**config.mk**
```make
export PLATFORM = sky130hd
export DESIGN_NAME = rtc3w_burst_master
export DESIGN_NICKNAME = d
export VERILOG_FILES = /design/src/rtl/rtc3w_burst_master.sv
export SDC_FILE = /design/constraint.sdc
export NUM_CORES = 1
export LEC_CHECK = 0
export CAP_MARGIN = 5
export CORE_MARGIN = 8
export CORE_UTILIZATION = 40
export CTS_BUF_LIST = sky130_fd_sc_hd__clkbuf_16
export CTS_CLUSTER_DIAMETER = 60
export DETAILED_ROUTE_END_ITERATION = 16
export MAX_ROUTING_LAYER = met4
export SETUP_SLACK_MARGIN = 0.5
export SYNTH_ARGS = -nofsm -noshare
export SYNTH_HDL_FRONTEND = slang
export SYNTH_SLANG_ARGS = --single-unit
```
**constraint.sdc**
```tcl
create_clock -name clk -period 2.8 [get_ports clk]
set_clock_uncertainty 0.15 [all_clocks]
set_input_delay 0.42 -clock clk [delete_from_list [all_inputs] [get_ports clk]]
set_output_delay 0.42 -clock clk [all_outputs]
set_load 0.01 [all_outputs]
```
**src/rtl/rtc3w_burst_master.sv**
```systemverilog
// 3-wire RTC serial master: command byte followed by a write or read data burst, LSB first.
// Define RTC3W_BURST_EN for multi-byte bursts (len-driven); otherwise every transfer moves one data byte.
module rtc3w_burst_master #(
    parameter int CLK_DIV   = 25,
    parameter int CE_SETUP  = 4,
    parameter int MAX_BURST = 8
) (
    input  logic       clk,
    input  logic       rst,
    input  logic       start,
    input  logic [7:0] cmd,
    input  logic [4:0] len,
    input  logic [7:0] wr_data,
    output logic       wr_req,
    output logic [7:0] rd_data,
    output logic       rd_valid,
    output logic       busy,
    output logic       done,
    output logic       sclk,
    output logic       ce,
    output logic       dio_out,
    output logic       dio_oe,
    input  logic       dio_in
);

    localparam int BW = $clog2(8 * (MAX_BURST + 1));
    localparam int PW = $clog2(2 * CLK_DIV);

    localparam logic [2:0] S_IDLE  = 3'd0;
    localparam logic [2:0] S_SETUP = 3'd1;
    localparam logic [2:0] S_CMD   = 3'd2;
    localparam logic [2:0] S_DATA  = 3'd3;
    localparam logic [2:0] S_HOLD  = 3'd4;
    localparam logic [2:0] S_RECOV = 3'd5;

    logic [2:0]    state;
    logic [7:0]    cnt;
    logic [PW-1:0] ph;
    logic [BW-1:0] bitcnt, lastbit;
    logic          rd;
    logic [7:0]    sh, buf0, rsh;
    logic [4:0]    nsel;
    logic          active, per_end, sample, byte_first, cnt_end;

`ifdef RTC3W_BURST_EN
    always_comb begin
        nsel = len;
        if (len == 5'd0)
            nsel = 5'd1;
        else if (len > 5'(MAX_BURST))
            nsel = 5'(MAX_BURST);
    end
`else
    logic unused_len;
    assign unused_len = ^len;
    assign nsel       = 5'd1;
`endif

    assign active     = (state == S_CMD) || (state == S_DATA);
    assign per_end    = active && (ph == PW'(2 * CLK_DIV - 1));
    assign sample     = active && (ph == PW'(CLK_DIV - 1));
    assign cnt_end    = (cnt == 8'(CE_SETUP - 1));
    // Bytes after the first are fetched on their own first low-half cycle;
    // byte 0 was already captured when the start was accepted.
    assign byte_first = (state == S_DATA) && (ph == '0) && (bitcnt[2:0] == 3'd0)
                        && (bitcnt[BW-1:3] != (BW-3)'(1));

    assign sclk    = active && (ph >= PW'(CLK_DIV));
    assign ce      = (state != S_IDLE) && (state != S_RECOV);
    assign busy    = (state != S_IDLE);
    assign done    = (state == S_RECOV) && cnt_end;
    assign dio_oe  = (state == S_CMD) || ((state == S_DATA) && !rd);
    assign dio_out = dio_oe && (byte_first ? wr_data[0] : sh[0]);
    assign wr_req  = ((state == S_IDLE) && start && !cmd[0]) || (byte_first && !rd);

    always_ff @(posedge clk or negedge rst) begin
        if (!rst) begin
            state    <= S_IDLE;
            cnt      <= '0;
            ph       <= '0;
            bitcnt   <= '0;
            lastbit  <= '0;
            rd       <= 1'b0;
            sh       <= '0;
            buf0     <= '0;
            rsh      <= '0;
            rd_data  <= '0;
            rd_valid <= 1'b0;
        end else begin
            rd_valid <= 1'b0;
            case (state)
                S_IDLE: if (start) begin
                    state   <= S_SETUP;
                    cnt     <= '0;
                    rd      <= cmd[0];
                    sh      <= cmd;
                    buf0    <= wr_data;
                    lastbit <= BW'(8 * (int'(nsel) + 1) - 1);
                end
                S_SETUP: if (cnt_end) begin
                    state  <= S_CMD;
                    ph     <= '0;
                    bitcnt <= '0;
                end else cnt <= cnt + 8'd1;
                S_CMD, S_DATA: begin
                    ph <= per_end ? '0 : ph + 1'b1;
                    if (byte_first && !rd)
                        sh <= wr_data;
                    if (sample && rd && (state == S_DATA)) begin
                        rsh <= {dio_in, rsh[7:1]};
                        if (bitcnt[2:0] == 3'd7) begin
                            rd_data  <= {dio_in, rsh[7:1]};
                            rd_valid <= 1'b1;
                        end
                    end
                    if (per_end) begin
                        if (bitcnt == lastbit) begin
                            state <= S_HOLD;
                            cnt   <= '0;
                        end else begin
                            bitcnt <= bitcnt + 1'b1;
                            if (bitcnt == BW'(7)) begin
                                state <= S_DATA;
                                sh    <= buf0;
                            end else sh <= sh >> 1;
                        end
                    end
                end
                S_HOLD: if (cnt_end) begin
                    state <= S_RECOV;
                    cnt   <= '0;
                end else cnt <= cnt + 8'd1;
                S_RECOV: if (cnt_end) state <= S_IDLE;
                         else cnt <= cnt + 8'd1;
                default: state <= S_IDLE;
            endcase
        end
    end

endmodule

```
# Word-level counts from Yosys, hierarchy flattened
# Index checks and enable logic that the tools add are counted.
[totals] ff_bits=59 inputBits=25 output_inout_bits=16
[op_classes] order_cmp=1 n_mux=31 eq_ne=22 n_reduce_logical=37 addsub=3
[ops] cell="$mux 8" count=10
[ops] cell="$pmux 8 s4" count=1
[ops] cell="$mux 3" count=7
[ops] cell="$mux 7" count=3
[ops] cell="$ne 2x2->1 const B" count=8
[ops] cell="$pmux 8 s2" count=1
[ops] cell="$logic_and 1x1->1" count=15
[ops] cell="$pmux 3 s5" count=1
[ops] cell="$pmux 7 s2" count=1
[ops] cell="$mux 6" count=2
[ops] cell="$pmux 6 s2" count=1
[ops] cell="$eq 3x3->1 const B" count=3
[ops] cell="$add 8x1->8 const B" count=1
[ops] cell="$eq 8x2->1 const B" count=1
[ops] cell="$reduce_and 2->1" count=4
[ops] cell="$add 7x1->7 const B" count=1
[ops] cell="$eq 7x3->1 const B" count=1
[ops] cell="$eq 7x4->1" count=1
[ops] cell="$add 6x1->6 const B" count=1
[ops] cell="$eq 3x2->1 const B" count=2
[ops] cell="$eq 6x5->1 const B" count=1
[ops] cell="$eq 6x6->1 const B" count=1
[ops] cell="$ge 6x5->1 const B" count=1
[ops] cell="$logic_not 3->1" count=2
[ops] cell="other kinds (15)" count=24

# Logic depth before layout (Yosys ltp)
[logic_depth] depth_word=9 ltp_mapped=8

# Worst setup path after synthesis
# OpenSTA, ideal clock, no wires.
[synth_timing] path_type="reg-to-output" startpoint="reg cnt[4]" endpoint="out done" path_stages_with_launch=4 slack_ns=0.679 t_arrival_ns=1.551 cell_sequence="dfrtp_1 > or4_4 > nor4b_4 > and3b_1"
[synth_between] elab_chain_len=2
[synth_rtl] item="start: declaration" line="37" rtl="logic [7:0] cnt;"
[synth_rtl] item="start signal: assignment" line="104" rtl="end else cnt <= cnt + 8'd1;"
[synth_rtl] item="start signal: assignment" line="132" rtl="end else cnt <= cnt + 8'd1;"
[synth_rtl] item="start signal: assignment" line="134" rtl="else cnt <= cnt + 8'd1;"
[synth_rtl] item="$eq 8x2->1" line="62" rtl="assign cnt_end = (cnt == 8'(CE_SETUP - 1));"
[synth_rtl] item="$logic_and 1x1->1" line="71" rtl="assign done = (state == S_RECOV) && cnt_end;"
[synth_rtl] item="end: declaration" line="18" rtl="output logic done,"
# Every way passes these cells.

# Final worst setup path
[layout_timing] startpoint="reg ph[0]" endpoint="out dio_out"
[layout_between] elab_chain_len=6
[layout_rtl] item="start: declaration" line="38" rtl="logic [PW-1:0] ph;"
[layout_rtl] item="start signal: assignment" line="106" rtl="ph <= per_end ? '0 : ph + 1'b1;"
[layout_rtl] item="$logic_not 6->1" line="65" rtl="assign byte_first = (state == S_DATA) && (ph == '0) && (bitcnt[2:0] == 3'd0)"
[layout_rtl] item="$logic_and 1x1->1 (2 in a row)" line="65"
[layout_rtl] item="$logic_and 1x1->1" line="66" rtl="&& (bitcnt[BW-1:3] != (BW-3)'(1));"
[layout_rtl] item="$mux 1" line="73" rtl="assign dio_out = dio_oe && (byte_first ? wr_data[0] : sh[0]);"
[layout_rtl] item="$logic_and 1x1->1" line="73"
[layout_rtl] item="end: declaration" line="21" rtl="output logic dio_out,"
# Every way passes these cells.

==> impl_metrics.toml <==
[sta]
setup_tns_ns = 0
fmax_mhz = 401
post-route-min-period_ns = 2.49
finalCritPeriodShare_pct = 89.1
finalHoldViolations = 0
setup_violations = 0
slew-limit-headroom_pct = 61.1
rsz0062_at_grt = "true"
final_max_slew_viol_count = 0
worstMarginPinSlew_ns = 0.583

[clock_tree]
cts_made_buffers = 9
htreeDepth = 3
cts_sinks = 58
clkLatencyLatePin_ns = 0.33
clockRootBuffer = "clkbuf_16"
clk_path_buf_depth = 2
cts_tree = "yes"
cts.clk_slew.worst_paths_ns = 0.05

[global_routing]
grt_pass1_vias = 2587
grt_overflow = 0
antenna_found_initial = 0
grt_max_degree = 35
grt.total_usage_pct = 14.3
grt_pass1_wl_mm = 12.4

[setup_path]
endpoint = "dio_out"
crit_arrival_ns = 1.92
r2r_slack_ns = 0.55
crit_required_ns = 2.23
worstSetupPathType = "reg2out"
cp-start-kind = "register"
worstSetupStartpoint = "ph[0]$_DFFE_PN0P_"
rr_startpoint = "cnt[5]$_DFFE_PN0P_"
ff2ff_path_depth = 6
worstSetupEndpointType = "output port"
timing.rr.end = "bitcnt[0]$_DFFE_PN0P_"
worstPathMaxFanout = 2

[die]
die_h_um = 105
die_w_um = 105
initial_core_util_pct = 41.0
io_pins = 41
core.rowCount = 32
core-area_um2 = 7650
die-area_um2 = 10900

[logic_synthesis]
synth_top_area_share_pct = 46.3
yosys-top-cells-count = "dfrtp_1, mux2_2, nand2_1"
async_flop_share_pct = 100
ys_seq_elements = 58
ys_warn_count = 0
synthDistinctLibCells = 56
synth_cells = 290
syn_nets = 323
synth_sequential_area_ratio_pct = 46.3
synth_flop_cell = "dfrtp_1"
yosys-top-cells-area = "dfrtp_1, mux2_2, mux2i_1, ha_1, nand2_1"
synth_edf_count = 0
synth.most_common_cell = "dfrtp_1"
syn_area_per_cell_um2 = 10.8
syn_area_um2 = 3140
yosysTopAreaCell = "dfrtp_1"

[detailed_routing]
highest_layer = "met4"
routedWlPerCell_um = 15.8
drt_iter0_markers = 83
via_per_inst = 5.25
wl_met3_um = 313
drc = 0
dr_total_vias = 2467
wl_met2_mm = 3.53
wl_mm = 7.44
drtAntennaViolNets = 0
dr.pass1.iters = 4
met1Wirelength_mm = 3.51

[run]
cap_violations = 0

[power]
ir_drop_uv = 422
p_leak_uw = 0.00187
power_per_cell_area_nw_per_um2 = 905
total_power_uw = 3890

[placement]
portBuffers = 35
routabilityCongestion = 0.793
dp_hpwl_mm = 4.94

[layout]
fillers = 649
layout-drive-gt1-share_pct = 30.7
fin_nets = 396
antenna_cells = 0
area_delta_synth_final_pct = 37.2

[outcome]
status = "finished, final reports clean"

[hold_path]
hp-class = "reg2reg"
-- state kept, by name, summed over array words and instances (netlist names) --
register,cells
rd,1
buf0,8
ph,6
sh,8
bitcnt,7
rsh,7
cnt,8
state,3
lastbit,1
rd_valid,1
rd_data,8
-- critical path, cell delays in order, from the launching register on --
cell,delay [ns]
dfrtp_1,0.39
inv_2,0.09
ha_4,0.13
and4bb_2,0.23
nand4_1,0.15
buf_4,0.18
mux2i_1,0.12
nor2b_1,0.16
buf_2,0.16
-- layer usage --
metal  GRT usage, %  vias up
met5              -        -
met4           5.27        0
met3           4.30        9
met2           22.4       45
met1           16.9     1207
li1               -     1206
-- cell type report --
type	count	area (um^2)	share of cell area, %
Sequential cell	58	1450	33.7
Timing Repair Buffer	74	662	15.4
Multi-Input combinational cell	211	1720	39.9
Clock buffer	9	225	5.24
Inverter	9	33.8	0.785
Clock inverter	7	85.1	1.98
Tap cell	102	128	2.97
-- what timing repair did --
| item | CTS | global route |
|---|---|---|
| endpoints found under the setup margin | 14 | 32 |
| hold endpoints to repair | 24 | 0 |
| buffers inserted | 14 | 10 |
| pin swaps | 6 | 7 |
| hold buffers | 1 | 0 |
| gates resized for setup | 26 | 21 |
-- per-stage QoR --
stage          worst slack [ns]  cell area [um^2]  hold slack, ns  utilization (%)  std cells
6_report                  0.306              4300           0.338             56.3        470
3_5_place_dp              0.159              3670           0.312             48.0        429
3_3_place_gp              0.182              3670           0.306             48.0        429
4_1_cts                   0.343              4130           0.339             54.0        460
2_1_floorplan             0.679              3140         -0.0256                -        290
5_1_grt                   0.219              4300           0.370             56.3        470
-- cell usage in the layout, fill, tap and decap left out, types with 6 or more instances in the layout --
| master | instances |
|---|---|
| buf_4 | 32 |
| inv_1 | 6 |
| a21oi_1 | 7 |
| nand3_1 | 8 |
| nor2b_1 | 10 |
| nor2_1 | 15 |
| nand2b_1 | 8 |
| clkdlybuf4s50_1 | 28 |
| mux2i_1 | 16 |
| nand2_1 | 17 |
| a211oi_1 | 6 |
| o21ai_0 | 10 |
| mux2_2 | 26 |
| dfrtp_1 | 58 |
| clkbuf_16 | 9 |
-- power by group --
group	switching [uW]	internal, uW
logic	724	779
registers	194	1060
clock network	372	767
-- worst min-delay path by stage --
| stage | end | start | cells after the start | slack (ns) |
|---|---|---|---|---|
| CTS | cnt[7]$_DFFE_PN0P_ | cnt[7]$_DFFE_PN0P_ | 1 | 0.34 |
| floorplan | bitcnt[0]$_DFFE_PN0P_ | rst | 0 | -0.03 |
| finish | cnt[7]$_DFFE_PN0P_ | cnt[7]$_DFFE_PN0P_ | 1 | 0.34 |
| detailed placement | ph[5]$_DFFE_PN0P_ | rst | 1 | 0.31 |
| global route | rd_data[6]$_DFFE_PN0P_ | rd_data[6]$_DFFE_PN0P_ | 1 | 0.37 |
| global placement | ph[5]$_DFFE_PN0P_ | rst | 1 | 0.31 |
-- cell families after synthesis --
family	after synthesis	share of synthesized area [%]
and+or+nand+nor	93	17.1
AOI/OAI and AO/OA	60	13.7
DFF	58	46.3
muxes	44	15.1
buffers and inverters	21	2.99
adders and majority gates	8	3.19
xor gates and xnor gates	6	1.68
Power figures use the tool's default switching activity.
